### src/rtl/univ_shift_frame.sv
// -----------------------------------------------------------------------------
// univ_shift_frame
// Universal N-bit shift register with two ways of using it:
//   * manual mode (IDLE): ctrl_i selects hold / shift left / shift right /
//     parallel load on every clock edge;
//   * framed mode: start_i launches an N-bit shift in a latched direction.
//     One shift happens on each edge with tick_i=1, and done_o pulses for one
//     cycle after the last shift of the frame.
//
// Ports
//   clk_i    : sole clock, all state changes on its rising edge
//   rst_ni   : asynchronous active-low reset
//   ctrl_i   : manual mode in IDLE (00 hold, 01 left, 10 right, 11 load)
//   d_i      : parallel load data
//   s_in_i   : serial input bit
//   start_i  : request a framed shift (sampled in IDLE only)
//   dir_i    : frame direction sampled with start_i (0 right, 1 left)
//   tick_i   : shift enable while a frame runs
//   q_o      : register contents
//   s_out_o  : serial output, q[0] for right, q[N-1] for left
//   busy_o   : frame in progress
//   done_o   : one-cycle frame completion pulse
// -----------------------------------------------------------------------------
module univ_shift_frame #(
    parameter int N = 8
) (
    input  logic         clk_i,
    input  logic         rst_ni,
    input  logic [1:0]   ctrl_i,
    input  logic [N-1:0] d_i,
    input  logic         s_in_i,
    input  logic         start_i,
    input  logic         dir_i,
    input  logic         tick_i,
    output logic [N-1:0] q_o,
    output logic         s_out_o,
    output logic         busy_o,
    output logic         done_o
);

    localparam int CW = (N > 2) ? $clog2(N) : 1;

    typedef enum logic [0:0] {
        ST_IDLE  = 1'b0,
        ST_SHIFT = 1'b1
    } state_t;

    state_t          state_q, state_d;
    logic [N-1:0]    q_q, q_d;
    logic [CW-1:0]   cnt_q, cnt_d;
    // Active direction: 1 = left, 0 = right. Drives s_out_o selection.
    logic            dir_q, dir_d;
    logic            busy_q, busy_d;
    logic            done_q, done_d;

    logic [N-1:0]    shl_s;
    logic [N-1:0]    shr_s;

    assign shl_s = {q_q[N-2:0], s_in_i};
    assign shr_s = {s_in_i, q_q[N-1:1]};

    // Next-state, data path and flag computation for both states.
    always_comb begin
        state_d = state_q;
        q_d     = q_q;
        cnt_d   = cnt_q;
        dir_d   = dir_q;
        done_d  = 1'b0;

        unique case (state_q)
            ST_IDLE: begin
                if (start_i) begin
                    // start wins over ctrl; q is left untouched on this edge
                    dir_d   = dir_i;
                    cnt_d   = {CW{1'b0}};
                    state_d = ST_SHIFT;
                end else begin
                    case (ctrl_i)
                        2'b01: begin
                            q_d   = shl_s;
                            dir_d = 1'b1;
                        end
                        2'b10: begin
                            q_d   = shr_s;
                            dir_d = 1'b0;
                        end
                        2'b11: begin
                            q_d = d_i;
                        end
                        default: begin
                            q_d = q_q;
                        end
                    endcase
                end
            end
            ST_SHIFT: begin
                if (tick_i) begin
                    q_d = dir_q ? shl_s : shr_s;
                    if (cnt_q == CW'(N - 1)) begin
                        cnt_d   = {CW{1'b0}};
                        state_d = ST_IDLE;
                        done_d  = 1'b1;
                    end else begin
                        cnt_d = cnt_q + CW'(1);
                    end
                end else begin
                    q_d = q_q;
                end
            end
            default: begin
                // unreachable encoding: fall back to a safe idle
                state_d = ST_IDLE;
                cnt_d   = {CW{1'b0}};
            end
        endcase

        busy_d = (state_d == ST_SHIFT);
    end

    // State and output registers with asynchronous reset.
    always_ff @(posedge clk_i or negedge rst_ni) begin
        if (!rst_ni) begin
            state_q <= ST_IDLE;
            q_q     <= {N{1'b0}};
            cnt_q   <= {CW{1'b0}};
            dir_q   <= 1'b0;
            busy_q  <= 1'b0;
            done_q  <= 1'b0;
        end else begin
            state_q <= state_d;
            q_q     <= q_d;
            cnt_q   <= cnt_d;
            dir_q   <= dir_d;
            busy_q  <= busy_d;
            done_q  <= done_d;
        end
    end

    assign q_o     = q_q;
    assign busy_o  = busy_q;
    assign done_o  = done_q;
    assign s_out_o = dir_q ? q_q[N-1] : q_q[0];

endmodule
### config.mk
export PLATFORM = sky130hd
export DESIGN_NAME = univ_shift_frame
export DESIGN_NICKNAME = d
export VERILOG_FILES = /design/src/rtl/univ_shift_frame.sv
export SDC_FILE = /design/constraint.sdc
export NUM_CORES = 1
export LEC_CHECK = 0
export CELL_PAD_IN_SITES_DETAIL_PLACEMENT = 1
export CELL_PAD_IN_SITES_GLOBAL_PLACEMENT = 2
export CORE_ASPECT_RATIO = 0.7
export CORE_MARGIN = 2
export CORE_UTILIZATION = 29
export CTS_CLUSTER_DIAMETER = 60
export DETAILED_ROUTE_END_ITERATION = 7
export HOLD_SLACK_MARGIN = 0.08
export PLACE_DENSITY_LB_ADDON = 0.1
export REMOVE_ABC_BUFFERS = 1
export SYNTH_ARGS = -nofsm -noshare
export SYNTH_HDL_FRONTEND = slang
export SYNTH_SLANG_ARGS = --single-unit
export TNS_END_PERCENT = 100
### constraint.sdc
create_clock -name clk_i -period 1.8 [get_ports clk_i]
set_input_delay 0.18 -clock clk_i [delete_from_list [all_inputs] [get_ports clk_i]]
set_output_delay 0.18 -clock clk_i [all_outputs]
set_load 0.02 [all_outputs]
Word level (Yosys, flattened, before mapping):

Cells that the tools add are included.

* flip-flop bits (word level): 14
* input bits: 16

* $add $sub $neg: 1
* equality and inequality tests: 8
* multiplexer cells: 19
* bitwise gates (word level): 1
* reduce and logical (&&, ||, !) cells: 4

Operators by type and width (number)
* $mux 8: 3
* $pmux 8 s3: 1
* $pmux 8 s2: 1
* $mux 3: 3
* $mux 1: 8
* $ne 2x2->1 const B: 3
* $pmux 3 s2: 1
* $eq 2x2->1 const B: 2
* $ne 4x1->1 const B: 1
* $pmux 1 s2: 2
* $reduce_and 2->1: 2
* $add 3x1->3 const B: 1
* $eq 3x3->1 const B: 1
* $reduce_and 3->1: 1
* $reduce_bool 3->1: 1
* $eq 2x1->1 const B: 1
* $not 1->1: 1

Depth between registers and ports, before layout:

Gate-level depths: netlist (run 1).

* depth after elaboration: 4
* depth in mapped cells: 5

Worst setup path before layout (run 1):

OpenSTA, ideal clock, no wires.

* kind: flip-flop to flip-flop
* start: register busy_o (netlist name)
* end: register q_q[0] (netlist: q_o[0])
* setup time: 124 ps
* arrival: 1374 ps
* required time: 1676 ps
* slack: 302 ps
* stages on the path, launching flop included: 5
* path buffers: 1
* period minus slack after synthesis: 1498 ps
* path through: dfrtp_1 > or2_1 > buf_6 > a2bb2oi_2 > a211o_1

RTL lines
* end signal: assignment: RTL line 124 `q_q <= {N{1'b0}};`
* end signal: assignment: RTL line 131 `q_q <= q_d;`
* end: declaration: RTL line 49 `logic [N-1:0] q_q, q_d;`

Worst setup path after layout (run 1):

* start: register dir_q
* end: output port s_out_o

* word-level cells in the longest chain between the ends: 1

Ends and longest elaborated chain
* start: declaration: RTL line 52 `logic dir_q, dir_d;`
* start signal: assignment: RTL line 133 `dir_q <= dir_d;`
* $mux 1: RTL line 142 `assign s_out_o = dir_q ? q_q[N-1] : q_q[0];`
* end: declaration: RTL line 36 `output logic s_out_o,`

No other way between the ends.

==> impl_metrics.py, run 1 <==
metrics = {
    "yosys": {
        "syn_avg_cell_area_sq_um": 10.5,
        "synthesis.area_sq_um": 966,
        "synth_top_area_share_pct": 36.3,
        "yosysTopAreaCell": "dfrtp_1",
        "yosysWarnings": 0,
        "yosysSeqAreaShare_pct": 36.3,
        "ys_seq_elements": 14,
        "synthTopCellsByArea": "dfrtp_1, mux2_2, mux2i_1, a2111oi_0, a211o_1",
        "netlist_instances": 92,
        "yosysUniqueCellTypes": 22,
    },
    "power": {
        "p_per_area_nw_per_um2": 1380,
        "clkPwrFrac_pct": 16.3,
        "combPwrFrac_pct": 52.0,
        "swShare_pct": 37.4,
        "internal_power_mw": 1.22,
        "leakage_nw": 0.686,
        "p_switching_mw": 0.731,
        "seq_power_share_pct": 31.7,
        "power.total_mw": 1.95,
        "vdd_drop_max_mv": 0.634,
    },
    "timing": {
        "fin_tns_setup_ps": 0,
        "worst_slew_pin_slew_ps": 538,
        "skew_ps": 1.19,
        "finalMaxSlewViolations": 0,
        "slew_headroom_pct": 63.2,
        "setup_ws_ps": 65.8,
        "hold_ws_ps": 235,
        "min_period_ps": 1730,
        "rsz0062_at_grt": "false",
        "setup_viol": 0,
        "fmax_mhz": 577,
        "period_share_pct": 96.3,
        "hold_viol": 0,
    },
    "placed_design": {
        "place_hpwl_microns": 2180,
        "place_ws_ps": -13.0,
        "placed_cell_area_sq_um": 1350,
        "dp_cells": 165,
        "io_buffers": 26,
        "gp_congestion": 0.696,
    },
    "routing": {
        "first_pass_iters": 4,
        "ant_nets": 0,
        "post_drt_via_cell_ratio": 5.38,
        "wl_per_cell_microns": 17.2,
        "drcViolationCount": 0,
        "finalWirelength_microns": 2910,
        "vias": 910,
        "drt_iter0_markers": 47,
    },
    "setup_path": {
        "cp_num_cells": 2,
        "reg2reg_from": "busy_o",
        "cp.required_ps": 1620,
        "arrival_ps": 1550,
        "crit_buf_inv": 1,
        "r2r_setup_slack_ps": 320,
        "critPathCaptureType": "primary output",
        "crit_chain": "mux2_2 -> clkdlybuf4s50_1",
        "r2r.worst_path.cells": 4,
        "path_class": "flip-flop to primary output",
        "critPathTopFamily": "buffers and inverters",
        "cp-startpoint": "dir_q",
        "start_kind": "flip-flop",
        "max_stage_delay_ps": 540,
        "endpoint": "s_out_o",
        "cp_max_fo": 5,
        "crit_slowest_cell": "clkdlybuf4s50_1",
        "r2r_end": "q_o[1]",
    },
    "finish": {
        "final_cells": 169,
        "layout_common_cells": "clkdlybuf4s50_1, buf_4, dfrtp_1",
        "area_growth_syn_to_layout_pct": 46.0,
        "drive_gt1_share_pct": 26.0,
        "post-route-util_pct": 44.5,
        "nets": 150,
        "n_fill_cell": 363,
        "n_antenna_cell": 0,
        "register_area_sq_um": 352,
        "fin_area_sq_um": 1410,
        "layout_commonest_cell": "clkdlybuf4s50_1",
        "multi_input_area_sq_um": 576,
    },
    "clock_network": {
        "clockRootBuffer": "clkbuf_8",
        "cts-buffers-inserted": 3,
        "numClockSinks": 14,
        "clk-insertion-delay-late_ps": 250,
        "cts_max_path_buffers": 2,
        "cts_tree": "yes",
        "cts_hold_buf": 0,
        "htreeDepth": 1,
        "path_clk_slew_ps": 60,
    },
    "floorplanning": {
        "io-pin-count": 27,
        "initial_utilization_pct": 30.5,
        "rows": 17,
        "die_x_microns": 73.0,
        "fp.coreArea_sq_um": 3170,
        "die_h_microns": 52.3,
        "die-area_sq_um": 3820,
    },
    "run_status": {
        "outcome": "complete, no violations",
    },
    "run": {
        "cap_viol_max_count": 0,
    },
    "grt": {
        "grt_pass1_wl_microns": 4860,
        "grt_pass1_vias": 999,
        "track_usage_pct": 17.4,
        "grt_max_degree": 19,
        "grt_antenna_before_repair": 0,
        "overflow": 0,
    },
    "min_path": {
        "min_path_type": "input port to async pin",
    },
}
==> logic make-up (layout without fill, tap and decap cells) <==
logic type / count (synthesis) / in the layout / share of synthesized area [%]
AO/OA/AOI/OAI: 23 / 23 / 20.2
adder cells (fa/ha/maj): 2 / 2 / 2.59
buffers and inverters: 7 / 46 / 4.15
flip-flops: 14 / 14 / 36.3
multiplexers: 21 / 21 / 23.2
AND/OR/NAND/NOR: 25 / 25 / 13.6
==> routing by layer <==
| metal | part of all wire, % | up-vias | global-route usage, % |
|---|---|---|---|
| met5 | 0 | - | 0 |
| met4 | 0.93 | 0 | 3.70 |
| met3 | 4.3 | 3 | 3.85 |
| met2 | 44 | 23 | 27.5 |
| met1 | 51 | 448 | 24.2 |
| li1 | - | 436 | - |
==> area by class of cell <==
| cell class | count | area share, % |
|---|---|---|
| well taps | 38 | 3.37 |
| flip-flops and latches | 14 | 24.9 |
| repair buffers | 42 | 27.0 |
| clock buffers | 4 | 3.90 |
| multi-input cells | 71 | 40.8 |
==> synth_stat cells, drive strengths merged <==
master,count
nor2b,1
a2bb2oi,1
nor2,12
and3,9
nand2b,1
and3b,1
clkbuf,3
mux2i,10
a21oi,2
a22o,2
a211o,8
o21ai,1
ha,2
o21bai,1
buf,4
or2,1
mux2,11
a2111oi,8
dfrtp,14
==> what timing repair did <==
action	CTS	global route
resized for setup	0	1
buffers inserted	0	0
endpoints found under the setup margin	0	1
==> worst min-delay path by stage <==
stage | from | end | slack [ps]
final | rst_ni | q_o[5] | 230
after global routing | rst_ni | q_o[5] | 260
after CTS | rst_ni | q_o[5] | 240
after detailed placement | rst_ni | q_o[5] | 520
after global placement | cnt_q[2] | cnt_q[2] | 510
after floorplan | rst_ni | busy_o | -120
==> state kept, by name, summed over array words and instances, names as in the netlist <==
signal,count
cnt_q,3
done_o,1
q_o,8
dir_q,1
busy_o,1
==> power by group through the flow <==
stage / clock network [mW] / registers (mW) / logic, mW
after CTS: 0.329 / 0.619 / 1.03
final: 0.318 / 0.619 / 1.02
after global placement: 0 / 0.617 / 0.995
after floorplan: 0 / 0.705 / 0.473
after global routing: 0.344 / 0.651 / 1.11
after detailed placement: 0 / 0.622 / 1.02
Note: power is estimated with default switching activity, not from simulation.
==> inputs of run 2 (changes only) <==
CORE_UTILIZATION = 30   (was 29)
CTS_BUF_LIST = sky130_fd_sc_hd__clkbuf_4 sky130_fd_sc_hd__clkbuf_8   (was unset)
==> run 2 against run 1 <==
Net effect:
- critical path depth unchanged
- largest cell class unchanged
- register-to-register slack worse by 40 ps
- largest power group unchanged
- critical endpoint unchanged
- combinational power about the same
- highest routed layer unchanged
- clock-buffer cell count unchanged
- utilization up 0.39 points
- flip-flop and latch count unchanged
- first-iteration DRC count down 66%
- non-clock buffer count down 2
==> impl_metrics.py, run 2 (synthesized netlist as in run 1, its figures left out) <==
metrics = {
    "routing": {
        "ant_nets": 0,
        "drt_iter0_markers": 16,
        "vias": 889,
        "first_pass_iters": 4,
        "finalWirelength_microns": 3010,
        "wl_per_cell_microns": 18.0,
        "post_drt_via_cell_ratio": 5.32,
        "drcViolationCount": 0,
    },
    "setup_path": {
        "critPathTopFamily": "buffers and inverters",
        "start_kind": "flip-flop",
        "crit_buf_inv": 1,
        "crit_chain": "mux2_2 -> clkdlybuf4s50_1",
        "crit_slowest_cell": "clkdlybuf4s50_1",
        "arrival_ps": 1520,
        "max_stage_delay_ps": 550,
        "cp_max_fo": 2,
        "critPathCaptureType": "primary output",
        "path_class": "flip-flop to primary output",
        "cp.required_ps": 1620,
    },
    "finish": {
        "layout_commonest_cell": "clkdlybuf4s50_1",
        "fin_area_sq_um": 1390,
        "largest_reg_flops": 8,
        "nets": 148,
        "n_antenna_cell": 0,
        "drive_gt1_share_pct": 24.0,
        "n_fill_cell": 363,
        "layout_common_cells": "clkdlybuf4s50_1, dfrtp_1, buf_4",
        "area_growth_syn_to_layout_pct": 44.3,
    },
    "clock_network": {
        "post-cts-setup-buffers": 0,
        "numClockSinks": 14,
        "cts-buffers-inserted": 3,
        "cts_resized": 0,
        "cts_hold_buf": 0,
        "htreeDepth": 1,
        "clk-insertion-delay-late_ps": 240,
        "cts_max_path_buffers": 2,
        "clockRootBuffer": "clkbuf_8",
        "path_clk_slew_ps": 60,
        "cts_tree": "yes",
    },
    "floorplanning": {
        "io-pin-count": 27,
        "fp.coreArea_sq_um": 3110,
        "rows": 17,
        "die_x_microns": 71.8,
        "die_h_microns": 51.5,
        "die-area_sq_um": 3700,
        "initial_utilization_pct": 31.1,
    },
    "timing": {
        "fin_tns_setup_ps": 0,
        "worst_slew_pin_slew_ps": 550,
        "setup_viol": 0,
        "fmax_mhz": 588,
        "hold_viol": 0,
        "finalMaxSlewViolations": 0,
        "hold_ws_ps": 254,
        "min_period_ps": 1700,
        "skew_ps": 4.72,
        "period_share_pct": 94.4,
        "slew_headroom_pct": 62.4,
        "rsz0062_at_grt": "false",
    },
    "grt": {
        "overflow": 0,
        "track_usage_pct": 18.2,
        "grt_max_degree": 19,
        "grt_pass1_vias": 992,
        "grt_pass1_wl_microns": 5000,
        "grt_antenna_before_repair": 0,
    },
    "power": {
        "power.total_mw": 1.95,
        "p_per_area_nw_per_um2": 1400,
        "vdd_drop_max_mv": 0.567,
        "leakage_nw": 0.678,
    },
    "placed_design": {
        "io_buffers": 26,
        "placed_cell_area_sq_um": 1340,
        "place_hpwl_microns": 2230,
        "gp_congestion": 0.790,
    },
    "run": {
        "cap_viol_max_count": 0,
    },
    "min_path": {
        "min_path_type": "input port to async pin",
    },
    "run_status": {
        "outcome": "complete, no violations",
    },
}
## run 2: path summary, 6_finish.rpt
| kind | start | end | cells past startpoint | slack, ps |
|---|---|---|---|---|
| max in group asynchronous | rst_ni | q_o[2] | 2 | 1360 |
| max reg2reg | busy_o | q_o[3] | 4 | 280 |
| max | dir_q | s_out_o | 2 | 100 |
| min | rst_ni | q_o[6] | 2 | 250 |
| min in group clk_i | cnt_q[1] | cnt_q[1] | 1 | 540 |
| min reg2reg | cnt_q[1] | cnt_q[1] | 1 | 540 |
## run 2: layer usage
metal	up-vias	GRT usage [%]	share of wire (%)	wire, microns
li1	432	-	-	-
met1	441	24.3	50	1490
met2	14	30.4	47	1410
met3	2	4.14	3.1	92
met4	0	3.77	0.47	14
met5	-	0	0	0
## run 2: worst register-to-register path, delay by kind of cell, from the launching register on
kind	cells	cell delay [ps]
AO/OA/AOI/OAI	2	560
flip-flops	1	370
AND/OR/NAND/NOR	1	330
buffers and inverters	1	200
## run 2: per-stage QoR
step | instances | setup WS [ps] | util [%]
after detailed placement | 163 | -39.6 | 43.1
after floorplan | 85 | 227 | -
final | 167 | 100 | 44.9
after global placement | 163 | 69.6 | 43.1
after CTS | 167 | 75.1 | 44.9
after global routing | 167 | 68.7 | 44.9
## run 2: report_power, final
group / switching (mW) / leakage [nW] / internal (mW)
Clock: 0.114 / 0.0288 / 0.194
Combinational: 0.455 / 0.478 / 0.579
Sequential: 0.167 / 0.171 / 0.445
Total: 0.735 / 0.678 / 1.22
## run 2: area by class of cell
type / count / area [sq um] / area share [%]
Multi-Input combinational cell: 71 / 576 / 41.3
Timing Repair Buffer: 40 / 365 / 26.2
Sequential cell: 14 / 350 / 25.1
Clock buffer: 4 / 55.1 / 3.95
Tap cell: 38 / 47.5 / 3.41
==> inputs of run 3 (changes only) <==
CAP_MARGIN = 30   (was unset)
CORE_UTILIZATION = 32   (was 30)
clock period = 2.1 ns   (was 1.8 ns; I/O delays follow)
==> run 3 against run 2 <==
Net effect:
- worst hold slack improved by 110 ps
- utilization grew 1.7 points
- flip-flop and latch count did not move
- clock power shrank 11%
- clock-buffer cell count is the same
- combinational power is 19% lower
- critical path depth down 1
- die area shrank 5.8%
- sequential share of layout area increased by 1.3 points
- cell count fell by 6.6%
- global-route usage fell by 0.65 points
- critical path type unchanged
- critical endpoint is now busy_o
- largest cell class unchanged
==> impl_metrics.py, run 3 (synthesized netlist as in run 1, its figures left out) <==
metrics = {
    "finish": {
        "layout_common_cells": "clkdlybuf4s50_1, dfrtp_1, mux2_2, nor2_1, mux2i_1",
        "layout_commonest_cell": "clkdlybuf4s50_1",
        "final_cells": 156,
        "n_fill_cell": 328,
        "n_antenna_cell": 0,
        "drive_gt1_share_pct": 18.3,
        "area_growth_syn_to_layout_pct": 37.0,
        "nets": 139,
        "fin_area_sq_um": 1320,
        "largest_reg_flops": 8,
    },
    "floorplanning": {
        "fp.coreArea_sq_um": 2840,
        "rows": 16,
        "die-area_sq_um": 3480,
        "initial_utilization_pct": 34.0,
        "die_h_microns": 50.0,
        "io-pin-count": 27,
        "die_x_microns": 69.7,
    },
    "setup_path": {
        "critPathCaptureType": "primary output",
        "cp.required_ps": 1890,
        "max_stage_delay_ps": 700,
        "start_kind": "flip-flop",
        "crit_buf_inv": 1,
        "crit_chain": "clkdlybuf4s50_1",
        "critPathTopFamily": "buffers and inverters",
        "crit_slowest_cell": "clkdlybuf4s50_1",
        "cp_max_fo": 15,
        "arrival_ps": 1590,
        "path_class": "flip-flop to primary output",
    },
    "clock_network": {
        "cts-buffers-inserted": 3,
        "cts_max_path_buffers": 2,
        "clk-insertion-delay-late_ps": 250,
        "numClockSinks": 14,
        "cts_tree": "yes",
        "htreeDepth": 1,
        "path_clk_slew_ps": 60,
        "clockRootBuffer": "clkbuf_8",
        "cts_resized": 0,
        "post-cts-setup-buffers": 0,
        "cts_hold_buf": 0,
    },
    "timing": {
        "fin_tns_setup_ps": 0,
        "worst_slew_pin_slew_ps": 669,
        "period_share_pct": 85.7,
        "skew_ps": 1.26,
        "hold_viol": 0,
        "slew_headroom_pct": 55.2,
        "rsz0062_at_grt": "false",
        "min_period_ps": 1800,
        "setup_viol": 0,
        "finalMaxSlewViolations": 0,
        "fmax_mhz": 556,
    },
    "power": {
        "vdd_drop_max_mv": 0.499,
        "p_per_area_nw_per_um2": 1250,
        "leakage_nw": 0.634,
    },
    "routing": {
        "wl_met2_microns": 1150,
        "vias": 841,
        "wl_per_cell_microns": 17.8,
        "finalWirelength_microns": 2770,
        "drcViolationCount": 0,
        "top_layer_used": "met4",
        "wl_met3_microns": 142,
        "post_drt_via_cell_ratio": 5.39,
        "ant_nets": 0,
        "wl_met1_microns": 1440,
        "first_pass_iters": 4,
        "drt_iter0_markers": 48,
    },
    "placed_design": {
        "io_buffers": 26,
        "place_hpwl_microns": 1950,
        "placed_cell_area_sq_um": 1270,
        "gp_congestion": 0.733,
        "dp_cells": 152,
    },
    "grt": {
        "grt_antenna_before_repair": 0,
        "overflow": 0,
        "track_usage_pct": 17.6,
        "grt_pass1_wl_microns": 4660,
        "grt_max_degree": 16,
        "grt_pass1_vias": 912,
    },
    "run_status": {
        "outcome": "complete, no violations",
    },
    "run": {
        "cap_viol_max_count": 0,
    },
    "min_path": {
        "min_path_type": "input port to async pin",
    },
}
run 3: changes by cell type in the layout (fill, tap and decap cells not counted), sizes merged:
cell / before / now
buf: 14 / 5
run 3: final timing paths:
| kind | startpoint | endpoint | slack, ps | cells after the start |
|---|---|---|---|---|
| max reg2reg | busy_o | q_o[5] | 400 | 3 |
| max in group asynchronous | rst_ni | cnt_q[2] | 1310 | 1 |
| min in group clk_i | cnt_q[2] | cnt_q[2] | 540 | 1 |
| min | rst_ni | q_o[6] | 360 | 1 |
| min reg2reg | cnt_q[2] | cnt_q[2] | 540 | 1 |
| max | busy_o | busy_o | 300 | 1 |
run 3: where the power goes:
group | internal (mW) | switching, mW | total (mW) | leakage (nW)
combinational | 0.473 | 0.360 | 0.833 | 0.434
clock | 0.166 | 0.109 | 0.275 | 0.0288
sequential | 0.381 | 0.162 | 0.543 | 0.171
total | 1.02 | 0.631 | 1.65 | 0.634
run 3: stage by stage:
step	power [mW]	hold slack, ps	setup slack, ps	utilization (%)
2_1_floorplan	1.01	-85.6	527	-
3_3_place_gp	1.36	514	257	44.6
3_5_place_dp	1.38	530	264	44.6
4_1_cts	1.67	405	273	46.6
5_1_grt	1.77	426	216	46.6
6_report	1.65	364	300	46.6
run 3: final cells by class:
| class | instances | area (sq um) | area share (%) |
|---|---|---|---|
| Multi-Input combinational cell | 71 | 576 | 43.5 |
| Sequential cell | 14 | 350 | 26.5 |
| Timing Repair Buffer | 31 | 298 | 22.5 |
| Clock buffer | 4 | 55.1 | 4.16 |
| Tap cell | 36 | 45.0 | 3.40 |
run 3: layer usage:
layer	vias up	GRT usage [%]
li1	411	-
met1	405	24.2
met2	21	26.9
met3	4	5.32
met4	0	4.81
met5	-	0
